==> src/rtl/divider_8x4_seq.sv <==
// Sequential restoring divider: DIVIDEND_W-bit unsigned dividend / DIVISOR_W-bit unsigned divisor, one quotient bit per clock.
// Optional macro DIV_EARLY_EXIT_EN: divisor==1 and dividend<divisor finish without iterating (same numeric results).
module divider_8x4_seq #(
  parameter int DIVIDEND_W = 8,
  parameter int DIVISOR_W  = 4
) (
  input  logic                  clk,
  input  logic                  rst_n,
  input  logic                  start,
  input  logic [DIVIDEND_W-1:0] dividend,
  input  logic [DIVISOR_W-1:0]  divisor,
  output logic                  busy,
  output logic                  done,
  output logic [DIVIDEND_W-1:0] quotient,
  output logic [DIVISOR_W-1:0]  remainder,
  output logic                  div_by_zero
);

  localparam int CNT_W = (DIVIDEND_W > 1) ? $clog2(DIVIDEND_W) : 1;
  localparam int REM_W = DIVISOR_W + 1;
  localparam logic [CNT_W-1:0]      CNT_LAST     = CNT_W'(DIVIDEND_W - 1);
  localparam logic [CNT_W-1:0]      CNT_ZERO     = {CNT_W{1'b0}};
  localparam logic [DIVISOR_W-1:0]  DIVISOR_ZERO = {DIVISOR_W{1'b0}};
  localparam logic [DIVIDEND_W-1:0] SHIFT_ONES   = {DIVIDEND_W{1'b1}};
  localparam logic [DIVIDEND_W-1:0] SHIFT_ZERO   = {DIVIDEND_W{1'b0}};
`ifdef DIV_EARLY_EXIT_EN
  localparam logic [DIVISOR_W-1:0]  DIVISOR_ONE  = DIVISOR_W'(1);
`endif

  typedef enum logic [1:0] {
    IDLE = 2'd0,
    RUN  = 2'd1,
    DONE = 2'd2
  } state_t;

  state_t                state_r;
  state_t                state_nxt_s;
  logic                  accept_s;
  logic                  short_s;
  logic [CNT_W-1:0]      cnt_r;
  // A restored remainder is always below the divisor, so only the trial value needs the extra bit.
  logic [DIVISOR_W-1:0]  rem_r;
  logic [DIVIDEND_W-1:0] shift_r;
  logic [DIVISOR_W-1:0]  divisor_r;
  logic [REM_W-1:0]      step_t_s;
  logic [DIVISOR_W-1:0]  step_rem_s;
  logic                  step_bit_s;
  logic                  busy_r;
  logic                  done_r;
  logic [DIVIDEND_W-1:0] quotient_r;
  logic [DIVISOR_W-1:0]  remainder_r;
  logic                  dbz_r;

  // Next-state decode and start acceptance (only while not busy)
  always_comb begin
    state_nxt_s = state_r;
    accept_s    = 1'b0;
    short_s     = (divisor == DIVISOR_ZERO);
`ifdef DIV_EARLY_EXIT_EN
    if ((divisor == DIVISOR_ONE) ||
        (dividend < {{(DIVIDEND_W-DIVISOR_W){1'b0}}, divisor})) begin
      short_s = 1'b1;
    end else begin
      short_s = (divisor == DIVISOR_ZERO);
    end
`endif
    case (state_r)
      IDLE, DONE: begin
        if (start && !busy_r) begin
          accept_s    = 1'b1;
          state_nxt_s = short_s ? DONE : RUN;
        end else begin
          state_nxt_s = IDLE;
        end
      end
      RUN: begin
        if (cnt_r == CNT_ZERO) begin
          state_nxt_s = DONE;
        end else begin
          state_nxt_s = RUN;
        end
      end
      default: begin
        state_nxt_s = IDLE;
      end
    endcase
  end

  // One restoring step: shift in the next dividend bit, subtract when it fits
  always_comb begin
    step_t_s = {rem_r, shift_r[DIVIDEND_W-1]};
    if (step_t_s >= {1'b0, divisor_r}) begin
      step_rem_s = DIVISOR_W'(step_t_s - {1'b0, divisor_r});
      step_bit_s = 1'b1;
    end else begin
      step_rem_s = step_t_s[DIVISOR_W-1:0];
      step_bit_s = 1'b0;
    end
  end

  // State register
  always_ff @(posedge clk) begin
    if (!rst_n) begin
      state_r <= IDLE;
    end else begin
      state_r <= state_nxt_s;
    end
  end

  // Working registers, iteration counter and registered outputs
  always_ff @(posedge clk) begin
    if (!rst_n) begin
      cnt_r       <= CNT_ZERO;
      rem_r       <= DIVISOR_ZERO;
      shift_r     <= SHIFT_ZERO;
      divisor_r   <= DIVISOR_ZERO;
      busy_r      <= 1'b0;
      done_r      <= 1'b0;
      quotient_r  <= SHIFT_ZERO;
      remainder_r <= DIVISOR_ZERO;
      dbz_r       <= 1'b0;
    end else begin
      done_r <= (state_r == DONE);
      busy_r <= accept_s || ((state_r == RUN) && (cnt_r != CNT_ZERO));
      if (state_r == DONE) begin
        quotient_r  <= shift_r;
        remainder_r <= rem_r;
        dbz_r       <= (divisor_r == DIVISOR_ZERO);
      end
      if (accept_s) begin
        divisor_r <= divisor;
        cnt_r     <= CNT_LAST;
        // Short paths preload the final result so DONE handles every case the same way
        if (divisor == DIVISOR_ZERO) begin
          shift_r <= SHIFT_ONES;
          rem_r   <= DIVISOR_ZERO;
`ifdef DIV_EARLY_EXIT_EN
        end else if (divisor == DIVISOR_ONE) begin
          shift_r <= dividend;
          rem_r   <= DIVISOR_ZERO;
        end else if (dividend < {{(DIVIDEND_W-DIVISOR_W){1'b0}}, divisor}) begin
          shift_r <= SHIFT_ZERO;
          rem_r   <= dividend[DIVISOR_W-1:0];
`endif
        end else begin
          shift_r <= dividend;
          rem_r   <= DIVISOR_ZERO;
        end
      end else if (state_r == RUN) begin
        shift_r <= {shift_r[DIVIDEND_W-2:0], step_bit_s};
        rem_r   <= step_rem_s;
        if (cnt_r != CNT_ZERO) begin
          cnt_r <= cnt_r - CNT_W'(1);
        end
      end
    end
  end

  assign busy        = busy_r;
  assign done        = done_r;
  assign quotient    = quotient_r;
  assign remainder   = remainder_r;
  assign div_by_zero = dbz_r;

endmodule

==> config.mk <==
export PLATFORM = sky130hd
export DESIGN_NAME = divider_8x4_seq
export DESIGN_NICKNAME = d
export VERILOG_FILES = /design/src/rtl/divider_8x4_seq.sv
export SDC_FILE = /design/constraint.sdc
export NUM_CORES = 1
export LEC_CHECK = 0
export ABC_CLOCK_PERIOD_IN_PS = 3450
export BUFFER_PORTS_ARGS = -buffer_cell sky130_fd_sc_hd__buf_2
export CORE_ASPECT_RATIO = 1.75
export CORE_MARGIN = 10
export CORE_UTILIZATION = 58
export DETAILED_ROUTE_END_ITERATION = 12
export GPL_TIMING_DRIVEN = 1
export HOLD_SLACK_MARGIN = 0.12
export PLACE_DENSITY = 0.82
export SYNTH_ARGS = -nofsm -noshare
export SYNTH_HDL_FRONTEND = slang
export SYNTH_SLANG_ARGS = --single-unit
==> constraint.sdc <==
create_clock -name clk -period 3.45 [get_ports clk]
set_clock_uncertainty 0.1 [all_clocks]
set_input_delay 0.345 -clock clk [delete_from_list [all_inputs] [get_ports clk]]
set_output_delay 0.345 -clock clk [all_outputs]
set_load 0.02 [all_outputs]
* Yosys cells after proc, flatten, opt, wreduce, memory -nomap -nowiden
Index checks and enable logic that the tools add are counted.
** Storage, ports and cells
- Output and inout bits :: 15
- Flip-flop bits (word level) :: 36
** Cells by class
- Multiplexer cells :: 14
- Reductions and logical operators :: 14
- Add/sub/neg operators :: 2
- Eq/ne operators :: 2
- Bitwise gates (word level) :: 1
- Magnitude comparators :: 1
** Operators by type and width (count)
- $mux W8 :: 3
- $mux W3 :: 3
- $logic_not A4 Y1 :: 2
- $mux W2 :: 3
- $ge A5 B4 Y1 :: 1
- $mux W4 :: 1
- $pmux W2 S2 :: 1
- $reduce_bool A2 Y1 :: 2
- $reduce_or A2 Y1 :: 2
- $sub A4 B4 Y4 :: 1
- $logic_not A3 Y1 :: 1
- $mux W1 :: 3
- $reduce_bool A3 Y1 :: 1
- $sub A3 B1 Y3 const B :: 1
- $eq A2 B1 Y1 const B :: 1
- $eq A2 B2 Y1 const B :: 1
- $logic_and A1 B1 Y1 :: 2
- $logic_not A2 Y1 :: 1
- $reduce_and A2 Y1 :: 1
- $logic_not A1 Y1 :: 1
- $logic_or A1 B1 Y1 :: 1
- $not A1 Y1 :: 1

* Longest topological paths before layout
- Depth in word-level cells :: 6
- Gate-level depth with buffers :: 9
- Depth with buffers taken out :: 9

* Least setup slack after synthesis
OpenSTA, ideal clock, no wires.
- Kind :: register -> register
- From :: reg shift_r[7]
- To :: reg rem_r[0]
- Stages on the path, launching flop included :: 8
- Setup time :: 127 ps
- Arrival :: 1750 ps
- Setup slack :: 1473 ps
- Period minus slack after synthesis :: 1977 ps
- Cell sequence :: dfxtp_1 > inv_1 > ha_1 > nand2b_4 > a2111oi_4 > nor2_2 > nor4b_1 > or3_1
** On the way
- Longest elaborated chain between the ends :: 2
- Elaborated cells on any way between the ends :: 3
** Ends and longest elaborated chain
- start, declared :: RTL line 43 : logic [DIVIDEND_W-1:0] shift_r;
- start signal, assigned :: RTL line 146 : shift_r <= dividend;
- start signal, assigned :: RTL line 150 : shift_r <= {shift_r[DIVIDEND_W-2:0], step_bit_s};
- $sub A4 B4 Y4 or $ge A5 B4 Y1 (tied branches) :: RTL line 93, 92
- $mux W4 * :: RTL line 92 : if (step_t_s >= {1'b0, divisor_r}) begin
- end signal, assigned :: RTL line 151 : rem_r <= step_rem_s;
- end, declared :: RTL line 42 : logic [DIVISOR_W-1:0] rem_r;
Mark *: on every way between the ends. The rest lies on a longest branch, timed or not.
A chain may end at the register's enable or synchronous reset.

* Worst setup path in the final report
Ends and elaborated chain as after synthesis.

==> results summary <==
The number of buffers added on ports came out at 29. The detailed-route DRC error count is 0. The pin count of the biggest net entering global routing is 33. Once the clock tree was built, the setup fixing pass inserted 0 buffers. Setup slack on the worst reg-to-reg path comes out at about 1.3 ns. The net switching power came out at between 0.3 and 0.4 mW.

The proportion of power drawn by the clock network came out at between 30% and 40%. The most common library cell in the layout ignoring fill and taps is nand2_1. The path class of the tightest hold or removal check is primary input to flop. The worst hold path was traced through 3 stages. The root buffer cell chosen for the clock tree is clkbuf_8.

The total count of max-transition violations in the final report is 0. The number of hold violations in the final report came to 0. The total via count after detailed routing is 1458. The count of distinct cell types in the synthesized netlist is 36. The setup violation total in the final timing report came out at 0.

In this run, post-CTS hold repair placed 0 buffers. Hold is met by between 0.2 and 0.25 ns. The effective utilization at floorplan came out at slightly above 60%. The first global-routing pass estimated between 6 and 7 mm of wire. The layout-stage area growth over the synthesis result came out at 15.1%. Of all nets on the critical path, the largest fanout is 6.

The via count normalized by instance count came out at 5.70. The combinational fraction of design power came out at 21.2%. The number of H-tree levels came out at 2. The number of standard cells after synthesis came out at between 200 and 250. The count of synthesis-stage warnings from yosys came out at 0. The number of nets at the end of the flow is 250. The overall die height is ~90 um. The clock sink total came out at 36.

The half-perimeter wire length after detailed placement came out at just under 3 mm. The critical setup path kind is flop to flop. The most used flip-flop cell after synthesis is dfxtp_1. The total power divided by cell area is ~550 nW/um2. The cell family contributing the most delay on the critical path is simple AND/OR/NAND/NOR gates. The count of pins on the block boundary came out at 30. After detailed routing, the average wire length per cell comes to between 15 and 20 um. After the first detailed-routing iteration, the DRC count stood at 35. The slew at the pin closest to its max-slew limit came out at between 0.8 and 0.9 ns. The arrival time of data at the critical path endpoint came out at between 2 and 2.5 ns. The flow ran to the end, and the final reports show no timing, DRC or antenna violations.

The routed wire length came out at about 3.9 mm. The summed negative setup slack over all endpoints came out at 0 ns. The CTS buffer count is 5. Counting I/O delays and the setup requirement, the final critical path takes 2.12 ns. The async set or reset register ratio after synthesis is 0%.

The core box area came out at roughly 2700 um2. The sequential share of power came out at about 45%. The slowest stage of the critical path belongs to the cell or3_1.

The number of diodes added for antenna fixing came out at 0. The global-route total usage across every layer came out at 15.6%. The clock tree from TritonCTS is yes. The internal power component came out at between 0.7 and 0.8 mW.

The data required time of the critical path came out at between 3 and 4 ns. Across the run, the number of max-cap violations was 0. In this run the static leakage power is around 0.80 nW. The clock-pin slew of the registers on the worst-case setup and hold paths is about 0.07 ns. The depth of the critical timing path with buffers and inverters included is 7.

The cell area that synthesis handed to floorplanning was about 1700 um2. Routability-driven placement finished with a final weighted congestion of 0.930. The insertion delay of the later-clocked pin in the worst-skew pair came out at 0.29 ns. The number of global-route vias before repair is 1541. The initial antenna violation count came out at 0. Setup repair after global routing left no endpoint under its margin. The upper clock frequency limit came out at around 0.47 GHz. At the end of the flow the core is filled with cells to a little over two thirds. Dividing the final minimum period by the clock period gives about three fifths. The combined buffer and inverter count along the critical path came out at 1. The number of routed nets with antenna violations is 0.

No sink is reached through more buffers than the 2 on the longest clock path. The count of standard-cell rows came out at 25. The number of gates resized after CTS came out at 0. The number of iterations in the first detailed-routing pass came out at 4.

The count of flip-flops with a built-in enable after synthesis is 0. Measured along the x axis, the die boundary spans approximately 60 um. In this run switching power makes up approximately 29% of total power. The signal on the critical path passes through inv_1 > ha_1 > nand2b_4 > a2111oi_4 > nor2_2 > nor4b_1 > or3_1. Leaving out fill and tap cells, the most frequent cells in the layout are 45 x nand2_1, 36 x dfxtp_1, 29 x buf_2, 14 x nor2_1, 13 x a21boi_0. The depth of the worst register-to-register path is 7.

The worst setup path is captured at a flop. The synthesized area per cell is slightly above 8 um2. Summing the sequential cell areas from Yosys gives about 43% of the chip area. The placed instance area is around 1800 um2. The worst setup path is launched from a flop. Synthesis inferred 36 register bits.

In this run the tightest slew margin relative to its limit is 40.2%. The final instance area came out at 1920 um2. The residual overflow from global routing is 0. The peak supply drop is roughly 0.00048 V. The largest single stage delay on the critical path is between 0.3 and 0.4 ns.

The ratio of cells with drive above 1 in the final layout is ~18%. The post-synthesis net count came out at approximately 220. The total chip power is 1.06 mW. The die area is approximately 5500 um2.
## synthesized netlist by cell type, drive strengths merged (3+ instances only)
| master | number | area (um2) |
|---|---|---|
| nand2 | 46 | 175 |
| dfxtp | 36 | 721 |
| a21boi | 18 | 135 |
| nor2 | 15 | 58.8 |
| o21ai | 11 | 55.1 |
| nor3 | 10 | 50.1 |
| clkbuf | 8 | 30.0 |
| inv | 8 | 30.0 |
| a21oi | 6 | 30.0 |
| ha | 6 | 75.1 |
| nand2b | 5 | 41.3 |
| a211oi | 4 | 30.0 |
| nor4 | 3 | 18.8 |
| o21a | 3 | 22.5 |
## path summary, 6_finish.rpt
check	start	end
max	shift_r[7]	rem_r[0]
min	divisor[2]	divisor_r[2]
max reg2reg	shift_r[7]	rem_r[0]
min reg2reg	quotient[0]	quotient[0]
## flip-flops by register name (all words and copies together) (netlist names)
register and cells:
cnt_r 3, done 1, rem_r 4, state_r 2
divisor_r 4, shift_r 8, div_by_zero 1, quotient 8
busy 1, remainder 4
## kinds of logic (layout without fill, tap and decap cells)
group / Yosys count / in the layout / share of synthesized area, %
and+or+nand+nor: 88 / 88 / 24.2
xor gates and xnor gates: 3 / 3 / 1.57
muxes: 2 / 2 / 1.20
AOI/OAI and AO/OA: 48 / 48 / 20.2
DFF: 36 / 36 / 43.2
buffers and inverters: 17 / 45 / 3.90
adders and majority gates: 7 / 7 / 5.70
## worst reg2reg max path, stage by stage (launching register included)
cell and delay, ns:
dfxtp_1 0.34, inv_1 0.07, ha_1 0.32, nand2b_4 0.16
a2111oi_4 0.35, nor2_2 0.13, nor4b_1 0.16, or3_1 0.37
## layer usage
layer  GRT usage (%)  part of all wire (%)  vias up
li1                -                     -      734
met1            14.1                    36      687
met2            28.6                    57       27
met3            4.74                   3.8       10
met4            8.27                   3.1        0
met5               0                     0        -
## metrics by stage
stage / std cells / worst slack, ns
global route: 256 / 1.22
finish: 256 / 1.33
floorplan: 201 / 1.47
CTS: 256 / 1.32
global placement: 248 / 1.42
detailed placement: 248 / 1.37
## power groups by stage
stage / combinational (mW) / clock, mW / sequential (mW)
after global routing: 0.255 / 0.386 / 0.483
after global placement: 0.210 / 0 / 0.486
after floorplan: 0.170 / 0 / 0.485
final: 0.225 / 0.359 / 0.478
after detailed placement: 0.221 / 0 / 0.487
after CTS: 0.225 / 0.367 / 0.478
## layout make-up
| cell class | count | area (um2) |
|---|---|---|
| inverters | 8 | 30.0 |
| clock buffers | 6 | 72.6 |
| flip-flops and latches | 36 | 721 |
| clock inverters | 2 | 35.0 |
| fillers | 235 | 801 |
| multi-input cells | 148 | 883 |
| repair buffers | 29 | 145 |
| well taps | 27 | 33.8 |
(Power assumes the default switching activity.)
